## src/rtl/crop_gauss_pkg.sv

```systemverilog
// Shared types and constants for the crop + Gaussian-spot estimator.
package crop_gauss_pkg;

    typedef enum logic [1:0] {
        StIdle,
        StCoord,
        StStream,
        StEmit
    } state_e;

    // 2^12 exceeds the 48x48 window pixel count, so a full window sum cannot overflow.
    localparam int unsigned ACC_GUARD_BITS = 12;

    localparam int unsigned NUM_OUT = 5;
    localparam int unsigned OUT_AMP = 0;
    localparam int unsigned OUT_COL = 1;
    localparam int unsigned OUT_ROW = 2;
    localparam int unsigned OUT_BG  = 3;
    localparam int unsigned OUT_SUM = 4;

    // Largest positive value of a signed word of the given width.
    function automatic int signed sat_hi(input int unsigned width);
        return (2 ** (width - 1)) - 1;
    endfunction

endpackage

```

## src/rtl/axis_hold_reg.sv

```systemverilog
// Single-entry valid/ready holding register: load sets valid, a handshake clears it.
module axis_hold_reg #(
    parameter int unsigned Width = 16
) (
    input  logic             clk,
    input  logic             rst,
    input  logic             load,
    input  logic [Width-1:0] load_data,
    output logic [Width-1:0] tdata,
    output logic             tvalid,
    input  logic             tready
);

    logic [Width-1:0] data_q;
    logic             valid_q;

    always_ff @(posedge clk or posedge rst) begin
        if (rst) begin
            data_q  <= '0;
            valid_q <= 1'b0;
        end else if (load) begin
            data_q  <= load_data;
            valid_q <= 1'b1;
        end else if (valid_q && tready) begin
            valid_q <= 1'b0;
        end
    end

    assign tdata  = data_q;
    assign tvalid = valid_q;

endmodule

```

## src/rtl/crop_plus_gaussian.sv

```systemverilog
// Streaming ROI crop feeding a Gaussian-spot estimator: window max with its position,
// window min and a scaled window sum, each returned on its own stream.
module crop_plus_gaussian
    import crop_gauss_pkg::*;
#(
    parameter int unsigned PIXEL_BIT_WIDTH  = 16,
    parameter int unsigned IN_ROWS          = 100,
    parameter int unsigned IN_COLS          = 160,
    parameter int unsigned OUT_ROWS         = 48,
    parameter int unsigned OUT_COLS         = 48,
    parameter int unsigned IMG_ROW_BITWIDTH = 10,
    parameter int unsigned IMG_COL_BITWIDTH = 10,
    parameter int unsigned SUM_SHIFT        = 12
) (
    input  logic                        ap_clk,
    input  logic                        ap_rst,
    input  logic                        ap_start,
    output logic                        ap_done,
    output logic                        ap_idle,
    output logic                        ap_ready,
    input  logic [PIXEL_BIT_WIDTH-1:0]  img_input_TDATA,
    input  logic                        img_input_TVALID,
    output logic                        img_input_TREADY,
    input  logic [IMG_ROW_BITWIDTH-1:0] crop_Y1_TDATA,
    input  logic                        crop_Y1_TVALID,
    output logic                        crop_Y1_TREADY,
    input  logic [IMG_COL_BITWIDTH-1:0] crop_X1_TDATA,
    input  logic                        crop_X1_TVALID,
    output logic                        crop_X1_TREADY,
    output logic [PIXEL_BIT_WIDTH-1:0]  cnn_output_0_TDATA,
    output logic                        cnn_output_0_TVALID,
    input  logic                        cnn_output_0_TREADY,
    output logic [PIXEL_BIT_WIDTH-1:0]  cnn_output_1_TDATA,
    output logic                        cnn_output_1_TVALID,
    input  logic                        cnn_output_1_TREADY,
    output logic [PIXEL_BIT_WIDTH-1:0]  cnn_output_2_TDATA,
    output logic                        cnn_output_2_TVALID,
    input  logic                        cnn_output_2_TREADY,
    output logic [PIXEL_BIT_WIDTH-1:0]  cnn_output_3_TDATA,
    output logic                        cnn_output_3_TVALID,
    input  logic                        cnn_output_3_TREADY,
    output logic [PIXEL_BIT_WIDTH-1:0]  cnn_output_4_TDATA,
    output logic                        cnn_output_4_TVALID,
    input  logic                        cnn_output_4_TREADY
);

    localparam int unsigned PW   = PIXEL_BIT_WIDTH;
    localparam int unsigned RW   = IMG_ROW_BITWIDTH;
    localparam int unsigned CW   = IMG_COL_BITWIDTH;
    localparam int unsigned SumW = PW + ACC_GUARD_BITS;

    localparam logic [RW-1:0] Y1Max   = RW'(IN_ROWS - OUT_ROWS);
    localparam logic [CW-1:0] X1Max   = CW'(IN_COLS - OUT_COLS);
    localparam logic [RW-1:0] LastRow = RW'(IN_ROWS - 1);
    localparam logic [CW-1:0] LastCol = CW'(IN_COLS - 1);
    localparam logic signed [SumW-1:0] SatHi = SumW'(sat_hi(PW));
    localparam logic signed [SumW-1:0] SatLo = ~SatHi;

    state_e state_q, state_d;

    logic [RW-1:0]          y1_q, row_q, max_row_q, max_row_d, rel_row;
    logic [CW-1:0]          x1_q, col_q, max_col_q, max_col_d, rel_col;
    logic                   y1_got_q, x1_got_q, seen_q;
    logic signed [PW-1:0]   pix, max_q, max_d, min_q, min_d;
    logic signed [SumW-1:0] sum_q, sum_d, sum_sh;
    logic                   start, y1_fire, x1_fire, pix_fire, last_pix, in_win;
    logic                   emit_load, all_drain;
    logic [PW-1:0]          res      [NUM_OUT];
    logic [PW-1:0]          out_data [NUM_OUT];
    logic [NUM_OUT-1:0]     out_valid, out_ready;

    assign start            = (state_q == StIdle) && ap_start;
    assign crop_Y1_TREADY   = (state_q == StCoord) && !y1_got_q;
    assign crop_X1_TREADY   = (state_q == StCoord) && !x1_got_q;
    assign y1_fire          = crop_Y1_TVALID && crop_Y1_TREADY;
    assign x1_fire          = crop_X1_TVALID && crop_X1_TREADY;
    assign img_input_TREADY = (state_q == StStream);
    assign pix_fire         = img_input_TVALID && img_input_TREADY;
    assign pix              = img_input_TDATA;
    assign last_pix         = (row_q == LastRow) && (col_q == LastCol);

    // Subtract-then-compare avoids overflowing y1 + OUT_ROWS.
    assign rel_row = row_q - y1_q;
    assign rel_col = col_q - x1_q;
    assign in_win  = (row_q >= y1_q) && (rel_row < RW'(OUT_ROWS)) &&
                     (col_q >= x1_q) && (rel_col < CW'(OUT_COLS));

    assign emit_load = pix_fire && last_pix;
    assign all_drain = &(~out_valid | out_ready);
    assign ap_ready  = emit_load;
    assign ap_idle   = (state_q == StIdle);
    assign ap_done   = (state_q == StEmit) && all_drain;

    always_ff @(posedge ap_clk or posedge ap_rst) begin
        if (ap_rst) begin
            state_q <= StIdle;
        end else begin
            state_q <= state_d;
        end
    end

    always_comb begin
        state_d = state_q;
        unique case (state_q)
            StIdle:   if (ap_start) state_d = StCoord;
            StCoord:  if ((y1_got_q || y1_fire) && (x1_got_q || x1_fire)) state_d = StStream;
            StStream: if (emit_load) state_d = StEmit;
            StEmit:   if (all_drain) state_d = StIdle;
            default:  state_d = StIdle;
        endcase
    end

    // Strict compares keep the first extreme in raster order.
    always_comb begin
        max_d     = max_q;
        min_d     = min_q;
        max_row_d = max_row_q;
        max_col_d = max_col_q;
        sum_d     = sum_q;
        if (pix_fire && in_win) begin
            if (!seen_q || pix > max_q) begin
                max_d     = pix;
                max_row_d = rel_row;
                max_col_d = rel_col;
            end
            if (!seen_q || pix < min_q) min_d = pix;
            sum_d = sum_q + SumW'(pix);
        end
    end

    always_ff @(posedge ap_clk or posedge ap_rst) begin
        if (ap_rst) begin
            y1_q      <= '0;
            x1_q      <= '0;
            y1_got_q  <= 1'b0;
            x1_got_q  <= 1'b0;
            row_q     <= '0;
            col_q     <= '0;
            seen_q    <= 1'b0;
            max_q     <= '0;
            min_q     <= '0;
            max_row_q <= '0;
            max_col_q <= '0;
            sum_q     <= '0;
        end else if (start) begin
            y1_got_q  <= 1'b0;
            x1_got_q  <= 1'b0;
            row_q     <= '0;
            col_q     <= '0;
            seen_q    <= 1'b0;
            max_q     <= '0;
            min_q     <= '0;
            max_row_q <= '0;
            max_col_q <= '0;
            sum_q     <= '0;
        end else begin
            if (y1_fire) begin
                y1_q     <= (crop_Y1_TDATA > Y1Max) ? Y1Max : crop_Y1_TDATA;
                y1_got_q <= 1'b1;
            end
            if (x1_fire) begin
                x1_q     <= (crop_X1_TDATA > X1Max) ? X1Max : crop_X1_TDATA;
                x1_got_q <= 1'b1;
            end
            if (pix_fire) begin
                col_q <= (col_q == LastCol) ? '0 : col_q + CW'(1);
                if (col_q == LastCol) row_q <= row_q + RW'(1);
                if (in_win) seen_q <= 1'b1;
            end
            max_q     <= max_d;
            min_q     <= min_d;
            max_row_q <= max_row_d;
            max_col_q <= max_col_d;
            sum_q     <= sum_d;
        end
    end

    // Results are taken from next-state values so the last pixel is included.
    assign sum_sh = sum_d >>> SUM_SHIFT;

    always_comb begin
        res[OUT_AMP] = max_d;
        res[OUT_COL] = PW'(max_col_d);
        res[OUT_ROW] = PW'(max_row_d);
        res[OUT_BG]  = min_d;
        res[OUT_SUM] = sum_sh[PW-1:0];
        if (sum_sh > SatHi) begin
            res[OUT_SUM] = PW'(SatHi);
        end else if (sum_sh < SatLo) begin
            res[OUT_SUM] = PW'(SatLo);
        end
    end

    for (genvar k = 0; k < NUM_OUT; k++) begin : g_out
        axis_hold_reg #(
            .Width(PW)
        ) u_hold (
            .clk      (ap_clk),
            .rst      (ap_rst),
            .load     (emit_load),
            .load_data(res[k]),
            .tdata    (out_data[k]),
            .tvalid   (out_valid[k]),
            .tready   (out_ready[k])
        );
    end

    assign out_ready = {cnn_output_4_TREADY, cnn_output_3_TREADY, cnn_output_2_TREADY,
                        cnn_output_1_TREADY, cnn_output_0_TREADY};

    assign cnn_output_0_TDATA  = out_data[0];
    assign cnn_output_1_TDATA  = out_data[1];
    assign cnn_output_2_TDATA  = out_data[2];
    assign cnn_output_3_TDATA  = out_data[3];
    assign cnn_output_4_TDATA  = out_data[4];
    assign cnn_output_0_TVALID = out_valid[0];
    assign cnn_output_1_TVALID = out_valid[1];
    assign cnn_output_2_TVALID = out_valid[2];
    assign cnn_output_3_TVALID = out_valid[3];
    assign cnn_output_4_TVALID = out_valid[4];

endmodule

```

## config.mk

```make
export PLATFORM = sky130hd
export DESIGN_NAME = crop_plus_gaussian
export DESIGN_NICKNAME = d
export VERILOG_FILES = /design/src/rtl/crop_gauss_pkg.sv /design/src/rtl/axis_hold_reg.sv /design/src/rtl/crop_plus_gaussian.sv
export SDC_FILE = /design/constraint.sdc
export NUM_CORES = 1
export LEC_CHECK = 0
export ABC_CLOCK_PERIOD_IN_PS = 9900
export BUFFER_PORTS_ARGS = -buffer_cell sky130_fd_sc_hd__buf_2
export CAP_MARGIN = 25
export CORE_AREA = 10 10 223 119
export DETAILED_ROUTE_END_ITERATION = 8
export DIE_AREA = 0 0 233 129
export PLACE_DENSITY_LB_ADDON = 0.05
export SETUP_SLACK_MARGIN = 0.02
export SYNTH_ARGS = -nofsm -noshare
export SYNTH_HDL_FRONTEND = slang
export SYNTH_SLANG_ARGS = --single-unit
export TNS_END_PERCENT = 10
```

## constraint.sdc

```tcl
create_clock -name ap_clk -period 9.9 [get_ports ap_clk]
set_clock_uncertainty 0.2 [all_clocks]
set_input_delay 0 -clock ap_clk [delete_from_list [all_inputs] [get_ports ap_clk]]
set_output_delay 0 -clock ap_clk [all_outputs]
set_load 0.01 [all_outputs]
```

[Word level (Yosys, flattened, before mapping)]
Index checks and enable logic that the tools add are counted.
Cells by class
  reduce and logical (&&, ||, !) cells: 44
  bitwise operators: 3
  add/subtract/negate cells: 5
  mux-type cells: 46
  $lt $le $gt $ge: 10
  equal/unequal tests: 9
Operators by type and width (count)
  10-bit two-way mux: 14
  16-bit two-way mux: 8
  28-bit two-way mux: 2
  28-bit by 16-bit adder with 28-bit output: 1
  2-bit nonzero test: 11
  10-bit by 1-bit adder with 10-bit output, second input constant: 2
  10-bit >= comparator: 2
  10-bit by 6-bit less-than comparator with 1-bit output, second input constant: 2
  10-bit subtractor: 2
  1-bit logical AND: 19
  1-bit two-way mux: 17
  16-bit > comparator: 1
  16-bit > comparator, second input constant: 1
  16-bit less-than comparator: 1
  16-bit less-than comparator, second input constant: 1
  10-bit by 7-bit equality test with 1-bit output, second input constant: 1
  10-bit by 8-bit equality test with 1-bit output, second input constant: 1
  10-bit by 6-bit > comparator with 1-bit output, second input constant: 1
  10-bit by 7-bit > comparator with 1-bit output, second input constant: 1
  2-bit two-way mux: 4
  2-bit case mux with 4 select lines: 1
  2-bit AND reduction: 4
  2-bit != test, second input constant: 3
  5-bit inverter: 1
  10 further kinds: 16
Storage, ports and cells
  input port bits: 47
  output and inout bits: 91
  bits in registers: 198

[Logic depth before layout (Yosys ltp)]
Gate-level depths: netlist of the first run.
  word-level depth: 10
  mapped depth: 14

[Modules after synthesis]
Synthesis of the first run repeated with hierarchy kept, for this count alone.
Unflattened totals
  cell total of the unflattened synthesis: 1256
  area, all modules: 12902.4 um^2
Modules (own cells, without submodules)
  crop_plus_gaussian: cells each 1066, area an instance 9467.8 um^2, instances 1
  axis_hold_reg: cells each 38, area an instance 686.9 um^2, instances 5

[Worst setup path after synthesis of the first run]
Ideal clock, no wire load.
  path type: register to register
  start: register row_q[0]
  end: register g_out[3].u_hold.data_q[10]
  data arrival time: 3059 ps
  setup slack: 6508 ps
  cell stages (with the launch flop): 14
  library setup time: 133 ps
  period minus slack after synthesis: 3392 ps
  data required time: 9567 ps
  path through: dfrtp_1 -> inv_1 -> ha_1 -> inv_1 -> fa_1 -> a211oi_1 -> o21bai_1 -> o32ai_1 -> a2111o_1 -> nor4_4 -> nand4_2 -> buf_2 -> mux2i_1 -> o21ai_0
Between the ends
  word-level cells in the longest chain between the ends: 7
  elaborated cells on any way between the ends: 11
RTL lines
  from (decl): RTL line crop_plus_gaussian.sv:61  | logic [RW-1:0] y1_q, row_q, max_row_q, max_row_d, rel_row;
  from (signal assigned): RTL line crop_plus_gaussian.sv:167  | if (col_q == LastCol) row_q <= row_q + RW'(1);
  10-bit subtractor: RTL line crop_plus_gaussian.sv:83  | assign rel_row = row_q - y1_q;
  10-bit by 6-bit less-than comparator with 1-bit output: RTL line crop_plus_gaussian.sv:85  | assign in_win = (row_q >= y1_q) && (rel_row < RW'(OUT_ROWS)) &&
  1-bit logical AND (2 in a row): RTL line crop_plus_gaussian.sv:85
  1-bit logical AND: RTL line crop_plus_gaussian.sv:86  | (col_q >= x1_q) && (rel_col < CW'(OUT_COLS));
  1-bit logical AND: RTL line crop_plus_gaussian.sv:120  | if (pix_fire && in_win) begin
  16-bit two-way mux: RTL line crop_plus_gaussian.sv:120
  to (signal assigned): RTL line axis_hold_reg.sv:22  | data_q <= load_data;
  to (decl): RTL line axis_hold_reg.sv:14  | logic [Width-1:0] data_q;
Parallel ways exist; a longest one is shown, timed or not.
A chain may end at the register's enable or synchronous reset.

[Worst setup path after layout of the first run]
  start: register row_q[0]
  end: register g_out[3].u_hold.data_q[7]
The elaborated chain is that of the path after synthesis.

==> metrics, run 1 <==
Setup crit start kind=flop; Worst Max-Slew Pin Slew=898 ps; Via density=5.32; Slowest cell on crit path=nand4_2; Synth top area share=0.442; period utilization=0.415; I/O pin count=138; Avg WL per Cell=16.5 um; commonest cells in the netlist=dfrtp_1 (198), nand2_1 (130), nor2_1 (129), o21ai_0 (96), ha_1 (84); root buf cell=clkbuf_16; Fillers=1,980; initial DRC count=about 470; final hold violations=0; Area Overhead vs Synth=18.1%; Die Area=about 0.030 mm^2; mapped cell area=around 0.011 mm^2; status=completed; FP Rows=39; Worst Path Required=approximately 10000 ps; Syn. warnings=0; setup_tns=0 ps; synth unique cells=64; type of destination of the critical path=flop; CP max FO=16; CP Class=reg2reg; max_slew headroom=0.401; remaining global-route overflow=0; worst path cell trace=inv_1, ha_1, inv_1, fa_1, a211oi_1, o21bai_1, o32ai_1, a2111o_1, nor4_4, nand4_2, mux2i_1, o21ai_0; Primary FF master, synth=dfrtp_1; Worst VDD drop=131 uV; Seq/Total Area, Yosys=0.442; first-pass GRT wire length=about 46,000 um; flops & latches, synth=198; Routed Wire Length=27,600 um; fmax=243 MHz; Core Region=0.0225 mm^2; ant diodes=0; GP Congestion=0.871; worst hold path type=in2async; Post-synth EDFFs=0; Worst-path clk slew=~70 ps; worst skew pair latency=about 450 ps; Top delay family on crit path=compound AO/OA/AOI/OAI gates; Power Dens Cells=167 mW/mm^2; # nets final=1,486; final antenna-violating net count=0; count leader, synth=dfrtp_1; Largest stage delay, worst path=slightly below 700 ps; # setup viols final=0; Vias=8,900; cell taking the most area after synthesis=dfrtp_1; Initial Util=0.497; CTS tree=yes; antenna violations before repair=0; cells after synthesis=1,191; Post-route DRC=0; number of global-route vias before repair=8,912; DP HPWL=19,800 um; Avg Synthesized Cell Area=9.42 um^2; clk sinks=198; data arrival time of the worst path=roughly 4200 ps; # resized after CTS=0; All-Layer GR Usage=0.187; DIE WIDTH=233 um; Leak=7.07 nW; share of cells above drive strength 1=0.133; leading post-synthesis cells by cell area=dfrtp_1 (44%), ha_1 (9.4%), mux2i_1 (6.6%), nand2_1 (4.4%), nor2_1 (4.3%); largest net degree at the start of global routing=122; CP dominant cell by count=inv_1; Max Root-Sink Buffers=2; die height=between 100 and 150 um; Slew Viols, Final=0; Max-cap violations=0; DRT Pass-1 Iters=5; WP buf/inv=2; Final min period=between 4000 and 5000 ps; TritonCTS Buffers=17; count of input and output buffers=125; ys async rst share=1.00; RSZ-0062 raised after global routing=no; Clock H-tree levels=4; DP Worst Slack=between 5000 and 6000 ps; Final WS setup=between 5000 and 6000 ps
sequential cells by signal (all words and copies together) (netlist names):
signal,flops
y1_got_q,1
state_q,2
g_out.u_hold.tvalid,5
row_q,10
max_q,16
y1_q,10
g_out.u_hold.tdata,68
seen_q,1
x1_got_q,1
x1_q,10
sum_q,28
max_row_q,10
col_q,10
max_col_q,10
min_q,16
final cells by class:
| cell class | count | area [um^2] | share of cell area |
|---|---|---|---|
| Clock inverter | 14 | 160 | 0.0121 |
| Clock buffer | 18 | 439 | 0.0332 |
| Sequential cell | 198 | 4950 | 0.374 |
| Multi-Input combinational cell | 875 | 5770 | 0.436 |
| Timing Repair Buffer | 188 | 1250 | 0.0947 |
| Tap cell | 307 | 384 | 0.0290 |
| Inverter | 72 | 278 | 0.0210 |
report_power, final:
part / internal, W / switching (W) / total [W]
registers: 0.000857 / 0.0000252 / 0.000882
clock network: 0.000386 / 0.000333 / 0.000719
logic: 0.000241 / 0.000367 / 0.000608
placed cells by master (no fill, tap or decap), drive strengths merged, types with 14 or more instances in the layout:
master       count
a21o            21
a21oi           56
and3            22
buf            131
clkbuf          18
dfrtp          198
dlygate4sd3     57
ha              84
inv             79
mux2i           74
nand2          130
nand2b          14
nand3           32
nand4           17
nor2           129
o21ai           96
xnor2           23
xor2            21
path summary, 6_finish.rpt:
check	startpoint	end	slack (ps)	cells after the start
max	row_q[0]	g_out[3].u_hold.tdata[7]	5790	12
min in group ap_clk	cnn_output_0_TREADY	g_out[0].u_hold.tvalid	160	4
max reg2reg	row_q[0]	g_out[3].u_hold.tdata[7]	5790	12
min	ap_rst	g_out[4].u_hold.tvalid	70	3
min reg2reg	g_out[2].u_hold.tdata[7]	g_out[2].u_hold.tdata[7]	270	2
max in group asynchronous	ap_rst	max_q[1]	8100	5
logic make-up after synthesis:
group | after synthesis | synth area share
compound gates | 261 | 0.146
xor+xnor | 44 | 0.0344
simple gates | 395 | 0.162
buf+inv | 129 | 0.0486
mux | 76 | 0.0681
fa+ha+maj | 87 | 0.0991
other cells | 1 | 0.000334
flops | 198 | 0.442
layer usage:
metal | vias to the layer above | GRT usage | share of wire
met5 | - | 0 | 0
met4 | 0 | 0.0273 | 0.0063
met3 | 16 | 0.0494 | 0.041
met2 | 116 | 0.313 | 0.48
met1 | 4318 | 0.245 | 0.47
li1 | 4450 | - | -
worst register-to-register path, cell delays in order (launching register included):
cell and delay [ps]:
dfrtp_1 440, inv_1 80, ha_1 160, inv_1 60
fa_1 400, a211oi_1 330, o21bai_1 220, o32ai_1 130
a2111o_1 420, nor4_4 250, nand4_2 680, mux2i_1 450
o21ai_0 130
timing repair:
| action | in CTS | in global routing |
|---|---|---|
| hold buffers | 57 | 0 |
| endpoints found under the hold margin | 225 | 0 |
| buffers inserted | 0 | 0 |
metrics by stage:
step | total power [W] | area (um^2) | utilization | cells | hold WS [ps]
final | 0.00221 | 13200 | 0.587 | 1672 | 71.5
after global routing | 0.00234 | 13200 | 0.587 | 1672 | 155
after CTS | 0.00222 | 13200 | 0.586 | 1671 | 110
after detailed placement | 0.00146 | 12000 | 0.534 | 1582 | 36.0
after global placement | 0.00145 | 12000 | 0.534 | 1582 | 30.8
after floorplan | 0.00131 | 11300 | - | 1202 | -83.2
Note: power is estimated with default switching activity, not from simulation.
==> run 2: changes to the inputs <==
--- a/config.mk
+++ b/config.mk
@@ -5,7 +5,7 @@
 export SDC_FILE = /design/constraint.sdc
 export NUM_CORES = 1
 export LEC_CHECK = 0
-export ABC_CLOCK_PERIOD_IN_PS = 9900
+export ABC_CLOCK_PERIOD_IN_PS = 3800
 export BUFFER_PORTS_ARGS = -buffer_cell sky130_fd_sc_hd__buf_2
 export CAP_MARGIN = 25
 export CORE_AREA = 10 10 223 119
==> constraint.sdc (replaced) <==
create_clock -name ap_clk -period 3.8 [get_ports ap_clk]
set_clock_uncertainty 0.2 [all_clocks]
set_input_delay 0 -clock ap_clk [delete_from_list [all_inputs] [get_ports ap_clk]]
set_output_delay 0 -clock ap_clk [all_outputs]
set_load 0.01 [all_outputs]
==> metrics, run 2 (synthesis gave the netlist of run 1 again) <==
worst hold path type=in2reg; CP Class=reg2reg; final hold violations=0 (unchanged); setup_tns=0 ps (unchanged); Reg2Reg Launch Point=row_q[0]; number of global-route vias before repair=9,024 (+1.3%); final antenna-violating net count=0 (unchanged); data arrival time of the worst path=3740 ps (-470 ps); crit path to=g_out[4].u_hold.tdata[15]; share of cells above drive strength 1=0.140 (+0.00776); period utilization=0.937 (+0.522); initial DRC count=649 (+38%); Via density=5.36 (+0.75%); postcts setup bufs=0 (unchanged); DIE WIDTH=233 um (unchanged); Clock H-tree levels=4 (unchanged); GP Congestion=0.882 (+1.3%); Power Dens Cells=439 mW/mm^2 (+160%); count of input and output buffers=125 (unchanged); Post-route DRC=0 (unchanged); CP max FO=3 (-13); DP HPWL=20,100 um (+1.7%); TritonCTS Buffers=17 (unchanged); All-Layer GR Usage=0.191 (+0.00363); FF-to-FF End=g_out[4].u_hold.tdata[15]; I/O pin count=138 (unchanged); die height=129 um (unchanged); ant diodes=0 (unchanged); Largest register FFs=68 (unchanged); first-pass GRT wire length=46,500 um (+1.4%); worst skew pair latency=460 ps (about the same); Worst Max-Slew Pin Slew=755 ps (-143 ps); r2r setup slk=240 ps (-5550 ps); Area Overhead vs Synth=19.4%; Max Root-Sink Buffers=2 (unchanged); Worst VDD drop=308 uV (+140%); antenna violations before repair=0 (unchanged); # setup viols final=0 (unchanged); Reg2Reg Depth=12 (unchanged); Initial Util=0.497 (unchanged); # nets final=1,496 (+0.67%); max_slew headroom=0.497 (+0.0954); commonest non-fill, non-tap cells in the layout=dfrtp_1 (198), nand2_1 (130), nor2_1 (129), buf_2 (125), o21ai_0 (96); Leak=7.14 nW (+0.91%); remaining global-route overflow=0 (unchanged); FP Rows=39 (unchanged); Avg WL per Cell=16.7 um (+1.2%); status=completed; crit path launch=row_q[0]; Routed Wire Length=28,100 um (+1.8%); RSZ-0062 raised after global routing=no; commonest non-fill, non-tap cell in the layout=dfrtp_1; Final min period=3560 ps (-552 ps); clk sinks=198 (unchanged); Core Region=0.0225 mm^2 (unchanged); CTS tree=yes; Worst Path Required=3980 ps (-6010 ps); Worst-path clk slew=80 ps (about the same); largest net degree at the start of global routing=137 (+12%); root buf cell=clkbuf_16; Setup crit start kind=flop; Slew Viols, Final=0 (unchanged); Max-cap violations=0 (unchanged); Die Area=0.0301 mm^2 (unchanged); DRT Pass-1 Iters=5 (unchanged); Vias=9,020 (+1.3%); total power=0.00588 W (+170%); type of destination of the critical path=flop; fmax=281 MHz (+16%)
## run 2: cell types whose count changed in the layout (fill, tap and decap cells not counted), sizes merged
cell / delta
inv: -5
dlygate4sd3: +2
buf: +8
bufinv: +2
clkinv: +3
## run 2: timing repair
item / in CTS / in global routing
endpoints found under the hold margin: 303 / 0
hold buffers: 59 / 0
endpoints found under the setup margin: 0 / 37
gates resized for setup: 0 / 9
## run 2: how the worst min path moves through the flow
stage	from	cells after the start	end
after detailed placement	ap_rst	2	g_out[3].u_hold.tvalid
after CTS	cnn_output_0_TREADY	4	g_out[0].u_hold.tvalid
final	cnn_output_0_TREADY	4	g_out[0].u_hold.tvalid
after floorplan	crop_X1_TDATA[1]	2	x1_q[1]
after global routing	crop_Y1_TVALID	4	y1_got_q
after global placement	ap_rst	2	g_out[3].u_hold.tvalid
## run 2: through the flow
step                utilization  worst slack (ps)  instances  hold WS, ps  instance area, um^2
floorplan                     -               408       1202        -83.2                11300
global placement          0.538               270       1591         -164                12100
detailed placement        0.538               181       1591         -165                12100
CTS                       0.592               167       1682          118                13400
global route              0.594              20.2       1682          165                13400
finish                    0.594               240       1682          139                13400
## run 2: worst max-delay path, stage by stage (launching register included)
cell	delay (ps)
dfrtp_1	390
inv_1	60
ha_1	160
inv_1	60
fa_2	360
a211oi_2	240
o21bai_4	180
o32ai_1	100
a2111o_1	420
nor4_4	350
nand3_2	210
or4_4	590
a31oi_1	170
## run 2: area by class of cell
class / count / area [um^2]
Timing Repair Buffer: 198 / 1360
Clock inverter: 14 / 198
Clock buffer: 18 / 429
Tap cell: 307 / 384
Multi-Input combinational cell: 875 / 5800
Sequential cell: 198 / 4950
Fill cell: 1968 / 9150
Inverter: 72 / 274
## run 2: power breakdown
group          switching (W)  total [W]  internal (W)
Sequential         0.0000665    0.00230       0.00223
Clock               0.000847    0.00196       0.00111
Combinational       0.000968    0.00163      0.000659
Total                0.00188    0.00588       0.00400
## run 2: routing by layer
metal  up-vias  global-route usage  wire length [um]
met4         0              0.0490               374
met2       129               0.312             13300
met1      4392               0.250             13400
met5         -                   0                 0
met3        24              0.0452              1070
li1       4475                   -                 -
